### config.mk
export PLATFORM = sky130hd
export DESIGN_NAME = sync_account_scheduler
export DESIGN_NICKNAME = d
export VERILOG_FILES = /design/src/rtl/npu_synchronization_defines.sv /design/src/rtl/sync_account_scheduler_pkg.sv /design/src/rtl/sync_account_fifo.sv /design/src/rtl/sync_account_scheduler.sv
export SDC_FILE = /design/constraint.sdc
export NUM_CORES = 1
export LEC_CHECK = 0
export ABC_AREA = 1
export CAP_MARGIN = 10
export CELL_PAD_IN_SITES_DETAIL_PLACEMENT = 1
export CELL_PAD_IN_SITES_GLOBAL_PLACEMENT = 2
export CORE_AREA = 2 2 110 133
export CTS_BUF_LIST = sky130_fd_sc_hd__clkbuf_2
export DETAILED_ROUTE_END_ITERATION = 10
export DIE_AREA = 0 0 112 135
export PLACE_DENSITY = 0.76
export SLEW_MARGIN = 20
export SYNTH_ARGS = -nofsm -noshare
export SYNTH_HDL_FRONTEND = slang
export SYNTH_HIERARCHICAL = 1
export SYNTH_SLANG_ARGS = --single-unit
export TNS_END_PERCENT = 50
### constraint.sdc
create_clock -name clk -period 7.4 [get_ports clk]
set_input_delay 1.85 -clock clk [delete_from_list [all_inputs] [get_ports clk]]
set_output_delay 1.85 -clock clk [all_outputs]
set_load 0.05 [all_outputs]
### src/rtl/npu_synchronization_defines.sv
// Shared synchronization types: account message layout and barrier count per tile.
package npu_synchronization_defines;

  localparam int BARRIER_NUMB_FOR_TILE = 16;

  typedef struct packed {
    logic [$clog2(BARRIER_NUMB_FOR_TILE)-1:0] id_barrier;
  } sync_account_message_t;

endpackage

### src/rtl/sync_account_scheduler_pkg.sv
// Scheduler-local constants and the barrier-index helper shared by top and bench.
package sync_account_scheduler_pkg;

  import npu_synchronization_defines::*;

  localparam int BARRIER_IDX_W = $clog2(BARRIER_NUMB_FOR_TILE);

  // Hazard key: low bits of the barrier id select the barrier slot on this tile.
  function automatic logic [BARRIER_IDX_W-1:0] barrier_index(input sync_account_message_t mess);
    return mess.id_barrier[BARRIER_IDX_W-1:0];
  endfunction

endpackage

### src/rtl/sync_account_fifo.sv
// Per-requester input buffer: registered not-full ready, combinational head view.
module sync_account_fifo
  import npu_synchronization_defines::*;
#(
  parameter int DEPTH = 4
) (
  input  logic                  clk,
  input  logic                  reset,
  input  logic                  push_valid,
  input  sync_account_message_t push_mess,
  output logic                  push_ready,
  input  logic                  pop,
  output sync_account_message_t head,
  output logic                  empty
);

  localparam int PTR_W = $clog2(DEPTH);
  localparam int CNT_W = PTR_W + 1;

  sync_account_message_t mem [DEPTH];
  logic [PTR_W-1:0]      rd_ptr;
  logic [PTR_W-1:0]      wr_ptr;
  logic [CNT_W-1:0]      count;
  logic [CNT_W-1:0]      count_next;
  logic                  push_ok;
  logic                  pop_ok;

  // A full buffer has ready low for the whole cycle, so a same-cycle pop cannot make room for a push.
  assign push_ok    = push_valid && push_ready;
  assign pop_ok     = pop && (count != '0);
  assign count_next = count + CNT_W'(push_ok) - CNT_W'(pop_ok);
  assign empty      = (count == '0);
  assign head       = mem[rd_ptr];

  // Pointer, occupancy and registered-ready bookkeeping.
  always_ff @(posedge clk) begin
    if (!reset) begin
      rd_ptr     <= '0;
      wr_ptr     <= '0;
      count      <= '0;
      push_ready <= 1'b1;
    end else begin
      if (push_ok) wr_ptr <= wr_ptr + 1'b1;
      if (pop_ok)  rd_ptr <= rd_ptr + 1'b1;
      count      <= count_next;
      push_ready <= (count_next != CNT_W'(DEPTH));
    end
  end

  // Storage array; contents are meaningless until the matching count says otherwise.
  always_ff @(posedge clk) begin
    if (push_ok) mem[wr_ptr] <= push_mess;
  end

endmodule

### src/rtl/sync_account_scheduler.sv
// Two-requester account scheduler: round-robin issue gated by an in-order
// barrier-index scoreboard, with a sticky error on out-of-order retirement.
module sync_account_scheduler
  import npu_synchronization_defines::*;
  import sync_account_scheduler_pkg::*;
#(
  parameter int TILE_ID    = 0,
  parameter int FIFO_DEPTH = 4,
  parameter int INFLIGHT   = 3
) (
  input  logic                  clk,
  input  logic                  reset,
  input  logic                  net_account_valid,
  input  sync_account_message_t net_account_mess,
  output logic                  net_account_ready,
  input  logic                  core_account_valid,
  input  sync_account_message_t core_account_mess,
  output logic                  core_account_ready,
  output logic                  sched_account_valid,
  output sync_account_message_t sched_account_mess,
  input  logic                  ss3_account_pending_valid,
  input  sync_account_message_t ss3_account_pending,
  output logic                  sched_busy,
  output logic                  sched_error
);

  localparam int SB_PTR_W = (INFLIGHT > 1) ? $clog2(INFLIGHT) : 1;
  localparam int SB_CNT_W = $clog2(INFLIGHT + 1);

  typedef logic [BARRIER_IDX_W-1:0] bidx_t;

  function automatic logic [SB_PTR_W-1:0] sb_advance(input logic [SB_PTR_W-1:0] ptr);
    return (ptr == SB_PTR_W'(INFLIGHT - 1)) ? '0 : ptr + 1'b1;
  endfunction

  sync_account_message_t net_head;
  sync_account_message_t core_head;
  logic                  net_empty;
  logic                  core_empty;

  bidx_t                 sb_idx [INFLIGHT];
  logic [INFLIGHT-1:0]   sb_vld;
  logic [SB_PTR_W-1:0]   sb_rd_ptr;
  logic [SB_PTR_W-1:0]   sb_wr_ptr;
  logic [SB_CNT_W-1:0]   sb_count;
  logic                  sb_full;
  logic                  sb_empty;

  logic                  net_hazard;
  logic                  core_hazard;
  logic                  net_elig;
  logic                  core_elig;
  logic                  grant_net;
  logic                  grant_core;
  logic                  grant_any;
  bidx_t                 grant_idx;
  logic                  last_core;
  logic                  retire_pop;
  logic                  retire_fault;

  sync_account_fifo #(.DEPTH(FIFO_DEPTH)) u_net_fifo (
    .clk        (clk),
    .reset      (reset),
    .push_valid (net_account_valid),
    .push_mess  (net_account_mess),
    .push_ready (net_account_ready),
    .pop        (grant_net),
    .head       (net_head),
    .empty      (net_empty)
  );

  sync_account_fifo #(.DEPTH(FIFO_DEPTH)) u_core_fifo (
    .clk        (clk),
    .reset      (reset),
    .push_valid (core_account_valid),
    .push_mess  (core_account_mess),
    .push_ready (core_account_ready),
    .pop        (grant_core),
    .head       (core_head),
    .empty      (core_empty)
  );

  assign sb_full  = (sb_count == SB_CNT_W'(INFLIGHT));
  assign sb_empty = (sb_count == '0);

  // Hazard search against registered scoreboard state, so an entry retiring this cycle still blocks.
  always_comb begin
    net_hazard  = 1'b0;
    core_hazard = 1'b0;
    for (int i = 0; i < INFLIGHT; i++) begin
      if (sb_vld[i] && (sb_idx[i] == barrier_index(net_head)))  net_hazard  = 1'b1;
      if (sb_vld[i] && (sb_idx[i] == barrier_index(core_head))) core_hazard = 1'b1;
    end
  end

  // Round-robin: on a tie the requester not granted last wins; each side is judged independently.
  always_comb begin
    net_elig   = !net_empty  && !sb_full && !net_hazard;
    core_elig  = !core_empty && !sb_full && !core_hazard;
    grant_net  = net_elig && (!core_elig || last_core);
    grant_core = core_elig && !grant_net;
    grant_any  = grant_net || grant_core;
    grant_idx  = grant_net ? barrier_index(net_head) : barrier_index(core_head);
  end

  assign retire_pop   = ss3_account_pending_valid && !sb_empty;
  assign retire_fault = ss3_account_pending_valid &&
                        (sb_empty || (barrier_index(ss3_account_pending) != sb_idx[sb_rd_ptr]));

  // Busy reflects occupancy of either buffer or the scoreboard.
  assign sched_busy = !net_empty || !core_empty || !sb_empty;

  // Control state: issue strobe, round-robin history, scoreboard pointers/valids, sticky error.
  always_ff @(posedge clk) begin
    if (!reset) begin
      sched_account_valid <= 1'b0;
      last_core           <= 1'b1;
      sched_error         <= 1'b0;
      sb_rd_ptr           <= '0;
      sb_wr_ptr           <= '0;
      sb_count            <= '0;
      sb_vld              <= '0;
    end else begin
      sched_account_valid <= grant_any;
      if (grant_net)  last_core <= 1'b0;
      if (grant_core) last_core <= 1'b1;
      if (retire_fault) sched_error <= 1'b1;
      if (retire_pop) begin
        sb_vld[sb_rd_ptr] <= 1'b0;
        sb_rd_ptr         <= sb_advance(sb_rd_ptr);
      end
      if (grant_any) begin
        sb_vld[sb_wr_ptr] <= 1'b1;
        sb_wr_ptr         <= sb_advance(sb_wr_ptr);
      end
      sb_count <= sb_count + SB_CNT_W'(grant_any) - SB_CNT_W'(retire_pop);
    end
  end

  // Datapath: issued message and scoreboard index captured on grant; held otherwise.
  always_ff @(posedge clk) begin
    if (grant_any) begin
      sched_account_mess  <= grant_net ? net_head : core_head;
      sb_idx[sb_wr_ptr]   <= grant_idx;
    end
  end

endmodule

==> flow_summary.ini, run 1 <==
[status]
status = completed

[clocking]
clock-root-buffer = clkbuf_2
clock-sinks = 86
cts-htree-levels = 3
clk_pin_slew_ns = 0.28
cts_setup_buffers = 0
numCtsBuffers = 9
clockBufferDepth = 2
cts-resized-gates = 0
cts_tree = yes
hold_buffers = 0
clk_latency_ns = 0.57

[critical_path]
crit_path_max_fanout = 5
slowest_stage = clkdlybuf4s50_1
worstSetupEndpointType = output pin
critPathLaunchType = flop
crit_type = flop to output pin
cp_num_buf_inv = 2
cp.required_ns = 5.55
crit_arrival_ns = 2.14
critPathMaxStageDelay_ns = 0.81
cp_top_family = buffers and inverters
cp_cell_sequence = nor2_2 > nand2_2 > inv_1 > nand3_1 > clkdlybuf4s50_1

[detailed_routing]
drc = 0
vias = 3026
wirelength_um = 9709
drt-vias-per-instance = 4.483
drtIter0Drc = 107
first_pass_iters = 4
wl_per_cell_um = 14.38
drtAntennaViolNets = 0

[yosys]
yosysTopAreaCell = edfxtp_1
synth-xor-area-share = 0.01286
synth_fa_ha_area_frac = 0.05266
synth_top_family_by_area = simple AND/OR/NAND/NOR gates
yosys.cell_types.count = 25
synth-seq-area-share = 0.5487
synthTopCellsByArea = edfxtp_1 38%, dfxtp_1 17%, nand2_1 9.5%, inv_1 6.3%, nor2_1 5.4%
yosys.area_share.simple = 0.2174
ys_warn_count = 6
synth_compound_area_frac = 0.08634
synth_seq_cells = 86
synth_mux_area_frac = 0
yosysTopAreaCellShare = 0.3821
syn_inst = 465
synth.avg_cell_area_um2 = 8.788
syn-num-nets = 498
synth_area_um2 = 4086

[sta]
slew_headroom = 0.4495
layout_min_cycle_time_ns = 3.993
min_period_over_period = 0.5396
hold_viol = 0
rsz0062_at_grt = no
finalMaxSlewViolations = 0
setup_viol = 0
worst_slew_pin_slew_ns = 0.8257
max_freq_mhz = 250.4
tns_ns = 0
skew_ns = 0.03259
setup_ws_ns = 3.407

[finish]
stdcell_count = 675
final_layout_size_suffix_gt1_frac = 0.1014
final_cell_mix = 103 x nand2_1, 69 x inv_1, 59 x nor2_1
final_nets = 531
fillers = 1655
syn_to_final_growth_pct = 13.47
layout_commonest_cell = nand2_1

[floorplan]
rows = 47
coreArea_um2 = 13760
pin_count = 26
die_width_um = 112
dieArea_um2 = 15120
fp.dieH_um = 135
initial_utilization = 0.2970

[placed_design]
post-dp-hpwl_um = 7596
place_inst = 658
pre_cts_slack_ns = 3.603
place.gp.congestion = 0.7399
port_buffers = 25

[global_route]
first_global_vias = 3167
grt_start_max_net_pins = 22
antenna_found_initial = 1
grt_pass1_wl_um = 15810
grt_usage = 0.1343
grt.overflow.total = 0

[hold_path]
hold_path.class = flop to flop

[pwr]
p_leak_nw = 1.995
ir_drop_uv = 133.6
p_per_area_nw_per_um2 = 403.4

[run]
maxCapViolations = 0
logic make-up (layout without fill, tap and decap cells):
logic type | after synthesis | in the layout
other cells | 0 | 1
simple gates | 209 | 209
fa+ha+maj | 16 | 16
xor+xnor | 6 | 6
flops | 86 | 86
buf+inv | 85 | 123
compound gates | 63 | 63
layer usage:
metal | global-route usage | part of all wire | vias up
met1 | 0.1457 | 0.42 | 1435
met4 | 0.05149 | 0.016 | 0
met5 | 0 | 0 | -
met2 | 0.2576 | 0.54 | 27
met3 | 0.02469 | 0.020 | 11
li1 | - | - | 1553
worst register-to-register path, cell delays in order (launching register included):
cell,delay (ns)
dfxtp_1,0.56
o21ai_0,0.14
o22ai_1,0.65
nand2_1,0.14
nand2_1,0.10
nor2_1,0.05
nand3_1,0.10
nand2_1,0.09
nor2_1,0.11
nand2_1,0.11
nand2_4,0.13
inv_2,0.07
nor2_2,0.11
inv_1,0.05
nor2_1,0.15
ha_1,0.25
inv_1,0.05
ha_1,0.16
fa_1,0.44
nor2_1,0.12
nand3_1,0.07
layout make-up:
type,count,area (µm²),area share
tap,171,214.0,0.04614
clock buffer,9,45.04,0.009714
clock inverter,7,66.31,0.01430
multi-input combinational,294,1509,0.3254
timing repair buffer,25,250.2,0.05397
sequential,86,2242,0.4835
inverter,82,307.8,0.06638
antenna,1,2.502,0.0005397
sequential cells by signal, summed over array words and instances (netlist names), 3 cells and up, named ones only:
register and flops:
sb_idx 16, u_net_fifo/mem 16, u_net_fifo/count 3, u_core_fifo/count 3, sb_vld 3, u_core_fifo/mem 16
sched_account_mess 4
report_power, final:
| group | switching (mW) | internal [mW] |
|---|---|---|
| sequential | 0.100 | 0.678 |
| combinational | 0.591 | 0.270 |
| clock | 0.179 | 0.0521 |
per-stage QoR:
stage	utilization	power, mW	instance area [µm²]	hold slack [ns]
finish	0.3370	1.871	4637	0.4972
CTS	0.3368	1.908	4634	0.4966
detailed placement	0.3287	1.668	4523	0.4764
global route	0.3370	2.043	4637	0.5285
floorplan	-	1.392	4086	0.4481
global placement	0.3287	1.630	4523	0.4376
synth_stat cells:
cell type / number
ha_1: 14
nand2_4: 3
o21ai_1: 5
a21boi_2: 2
nor2_2: 4
nor2_1: 59
nand3b_1: 2
nand2_2: 13
fa_1: 2
o31ai_1: 1
dfxtp_1: 34
xor2_1: 2
a21oi_1: 20
inv_2: 13
a21boi_0: 1
nand2_1: 103
xnor2_1: 4
o211ai_1: 4
o22ai_1: 8
inv_1: 69
nand3_1: 25
buf_6: 2
edfxtp_1: 52
o21ai_0: 22
buf_2: 1
final timing paths:
check	start	endpoint	slack, ns	cells after the start
worst max-delay path	u_net_fifo/count[1]	sched_busy	3.41	5
worst min-delay path	sched_error	sched_error	0.50	2
worst max register to register	flop	u_core_fifo/push_ready	3.63	20
worst min register to register	sched_error	sched_error	0.50	2
Power figures use the tool's default switching activity.
==> run 2, diff against run 1 <==
PLACE_DENSITY = 0.79   (was 0.76)
clock period = 3.3 ns   (was 7.4 ns; I/O delays follow)
==> run 2 against run 1 <==
  * Worst setup slack got worse by 3.1 ns
  * Register-to-register slack got worse by 3.4 ns
  * Non-clock buffer count rose by 11
  * Sequential share of layout area fell by 1.8 points
  * Critical path depth did not move
  * Wire length rose by 0.30%
  * Critical path type unchanged
  * Largest cell class unchanged
==> flow_summary.ini, run 2 (same netlist as run 1, synthesis figures left out) <==
[critical_path]
crit_type = flop to output pin
crit_path_max_fanout = 5
worstSetupStartpoint = u_net_fifo/count[1]
critPathLaunchType = flop
critPathMaxStageDelay_ns = 0.82
r2r_setup_slack_ns = 0.26
crit_arrival_ns = 2.22
endpoint = sched_busy
cp.required_ns = 2.47
reg2reg_to = u_core_fifo/push_ready
cp_top_family = buffers and inverters
cp_num_buf_inv = 2
worstSetupEndpointType = output pin
slowest_stage = clkdlybuf4s50_1
crit_cells = 5
reg2reg_depth = 21
cp_cell_sequence = nor2_2 > nand2_2 > inv_1 > nand3_1 > clkdlybuf4s50_1

[hold_path]
hold_path.class = flop to flop

[clocking]
clock-sinks = 86
numCtsBuffers = 9
clk_latency_ns = 0.57
clockBufferDepth = 2
cts_tree = yes
clock-root-buffer = clkbuf_2
hold_buffers = 0
clk_pin_slew_ns = 0.29
cts-htree-levels = 3

[global_route]
grt_start_max_net_pins = 18
grt_usage = 0.1328
grt_pass1_wl_um = 15830
first_global_vias = 3211
grt.overflow.total = 0
antenna_found_initial = 0

[finish]
multi_input_area_um2 = 1577
register_area_um2 = 2252
layout_commonest_cell = nand2_1
largestRegisters = sb_idx: 16 flops, u_core_fifo/mem: 16 flops, u_net_fifo/mem: 16 flops
final_cell_mix = 100 x nand2_1, 67 x inv_1, 54 x nor2_1
post-route-util = 0.3515
n_antenna_cell = 0
syn_to_final_growth_pct = 18.37
fillers = 1646
final_nets = 542
final_layout_size_suffix_gt1_frac = 0.1634

[pwr]
power_mw = 4.497
p_leak_nw = 2.081
ir_drop_uv = 357.8
p_per_area_nw_per_um2 = 929.7

[placed_design]
port_buffers = 25
post-dp-hpwl_um = 7694
place.gp.congestion = 0.7899

[sta]
skew_ns = 0.04293
slew_headroom = 0.6185
worst_slew_pin_slew_ns = 0.5685
min_period_over_period = 0.9216
hold_viol = 0
setup_viol = 0
max_freq_mhz = 328.8
finalMaxSlewViolations = 0
layout_min_cycle_time_ns = 3.041

[floorplan]
dieArea_um2 = 15120
coreArea_um2 = 13760
initial_utilization = 0.2970
pin_count = 26
rows = 47
die_width_um = 112
fp.dieH_um = 135

[detailed_routing]
drc = 0
drtAntennaViolNets = 0
vias = 3128
wirelength_um = 9738
wl_per_cell_um = 14.22
drt-vias-per-instance = 4.566
drtIter0Drc = 88
first_pass_iters = 4

[status]
status = completed

[run]
maxCapViolations = 0
[run 2: changes by cell type in the layout (fill, tap and decap cells not counted), sizes merged]
cell      previous run  this run
clkinvlp             2         1
bufinv               0         1
diode                1         0
buf                  0        11
[run 2: cell type report]
cell class / count / area share
clock buffers: 9 / 0.009312
repair buffers: 36 / 0.07139
multi-input cells: 294 / 0.3259
flip-flops and latches: 86 / 0.4656
inverters: 82 / 0.06467
well taps: 171 / 0.04423
clock inverters: 7 / 0.01888
[run 2: per-layer routing]
metal  track usage  vias to the layer above  wire length, µm
met5             0                        -                0
met4       0.05759                        0              243
met3       0.02289                       20              269
met2        0.2374                       51             5020
met1        0.1568                     1481             4205
li1              -                     1576                -
[run 2: where the power goes]
part,switching (mW),internal [mW],total (mW),leakage [nW]
combinational,1.40,0.741,2.15,1.24
sequential,0.218,1.53,1.75,0.765
clock,0.411,0.196,0.607,0.0796
total,2.03,2.46,4.50,2.08
[run 2: timing repair]
action                                  4_1_cts  5_1_grt
pin swaps                                     0       12
endpoints found under the setup margin        5        6
buffers inserted                              0        6
resized for setup                             4       31
[run 2: worst min path at each step]
| stage | from | end | slack [ns] | cells past startpoint |
|---|---|---|---|---|
| 2_1_floorplan | u_core_fifo/rd_ptr[0] | flop | 0.45 | 2 |
| 3_3_place_gp | sched_error | sched_error | 0.44 | 2 |
| 3_5_place_dp | sched_error | sched_error | 0.45 | 2 |
| 4_1_cts | sched_error | sched_error | 0.48 | 2 |
| 5_1_grt | sched_error | sched_error | 0.51 | 2 |
| 6_report | sched_error | sched_error | 0.47 | 2 |
[run 2: worst reg2reg max path, stage by stage (launching register included)]
cell,delay (ns)
dfxtp_4,0.43
buf_12,0.11
o21ai_1,0.07
o22ai_2,0.30
inv_2,0.08
o21ai_1,0.14
nor2_1,0.06
nand3_1,0.08
nand2_2,0.06
nor2_2,0.12
nand2_2,0.09
nand2_4,0.09
inv_4,0.05
nor2_4,0.09
inv_1,0.06
nor2_2,0.08
ha_1,0.22
inv_1,0.06
ha_2,0.18
fa_2,0.45
nor2_2,0.09
nand3_1,0.08
[run 2: metrics by stage]
step,setup slack [ns],setup TNS (ns),cell area [µm²],std cells,hold WS [ns]
after CTS,0.001190,0,4717,679,0.4759
final,0.2588,0,4837,685,0.4727
after detailed placement,-0.1590,-0.2886,4561,663,0.4468
after global routing,-0.02644,-0.03085,4837,685,0.5055
after global placement,-0.05789,-0.05789,4561,663,0.4378
after floorplan,0.3652,0,4086,465,0.4481
==> run 3, diff against run 2 <==
==> constraint.sdc (replaced) <==
create_clock -name clk -period 3.3 [get_ports clk]
set_input_delay 0.825 -clock clk [delete_from_list [all_inputs] [get_ports clk]]
set_output_delay 0.825 -clock clk [all_outputs]
set_load 0.01 [all_outputs]
==> results of run 3 <==
Same layout as run 2 (identical final DEF). Status: completed.
Among the figures that moved: setup slack after layout 0.2588 ns -> 0.2641 ns; end point of the critical path sched_busy -> u_core_fifo/push_ready; total power 4.497 mW -> 4.353 mW; worst IR drop on VDD 357.8 µV -> 280.5 µV
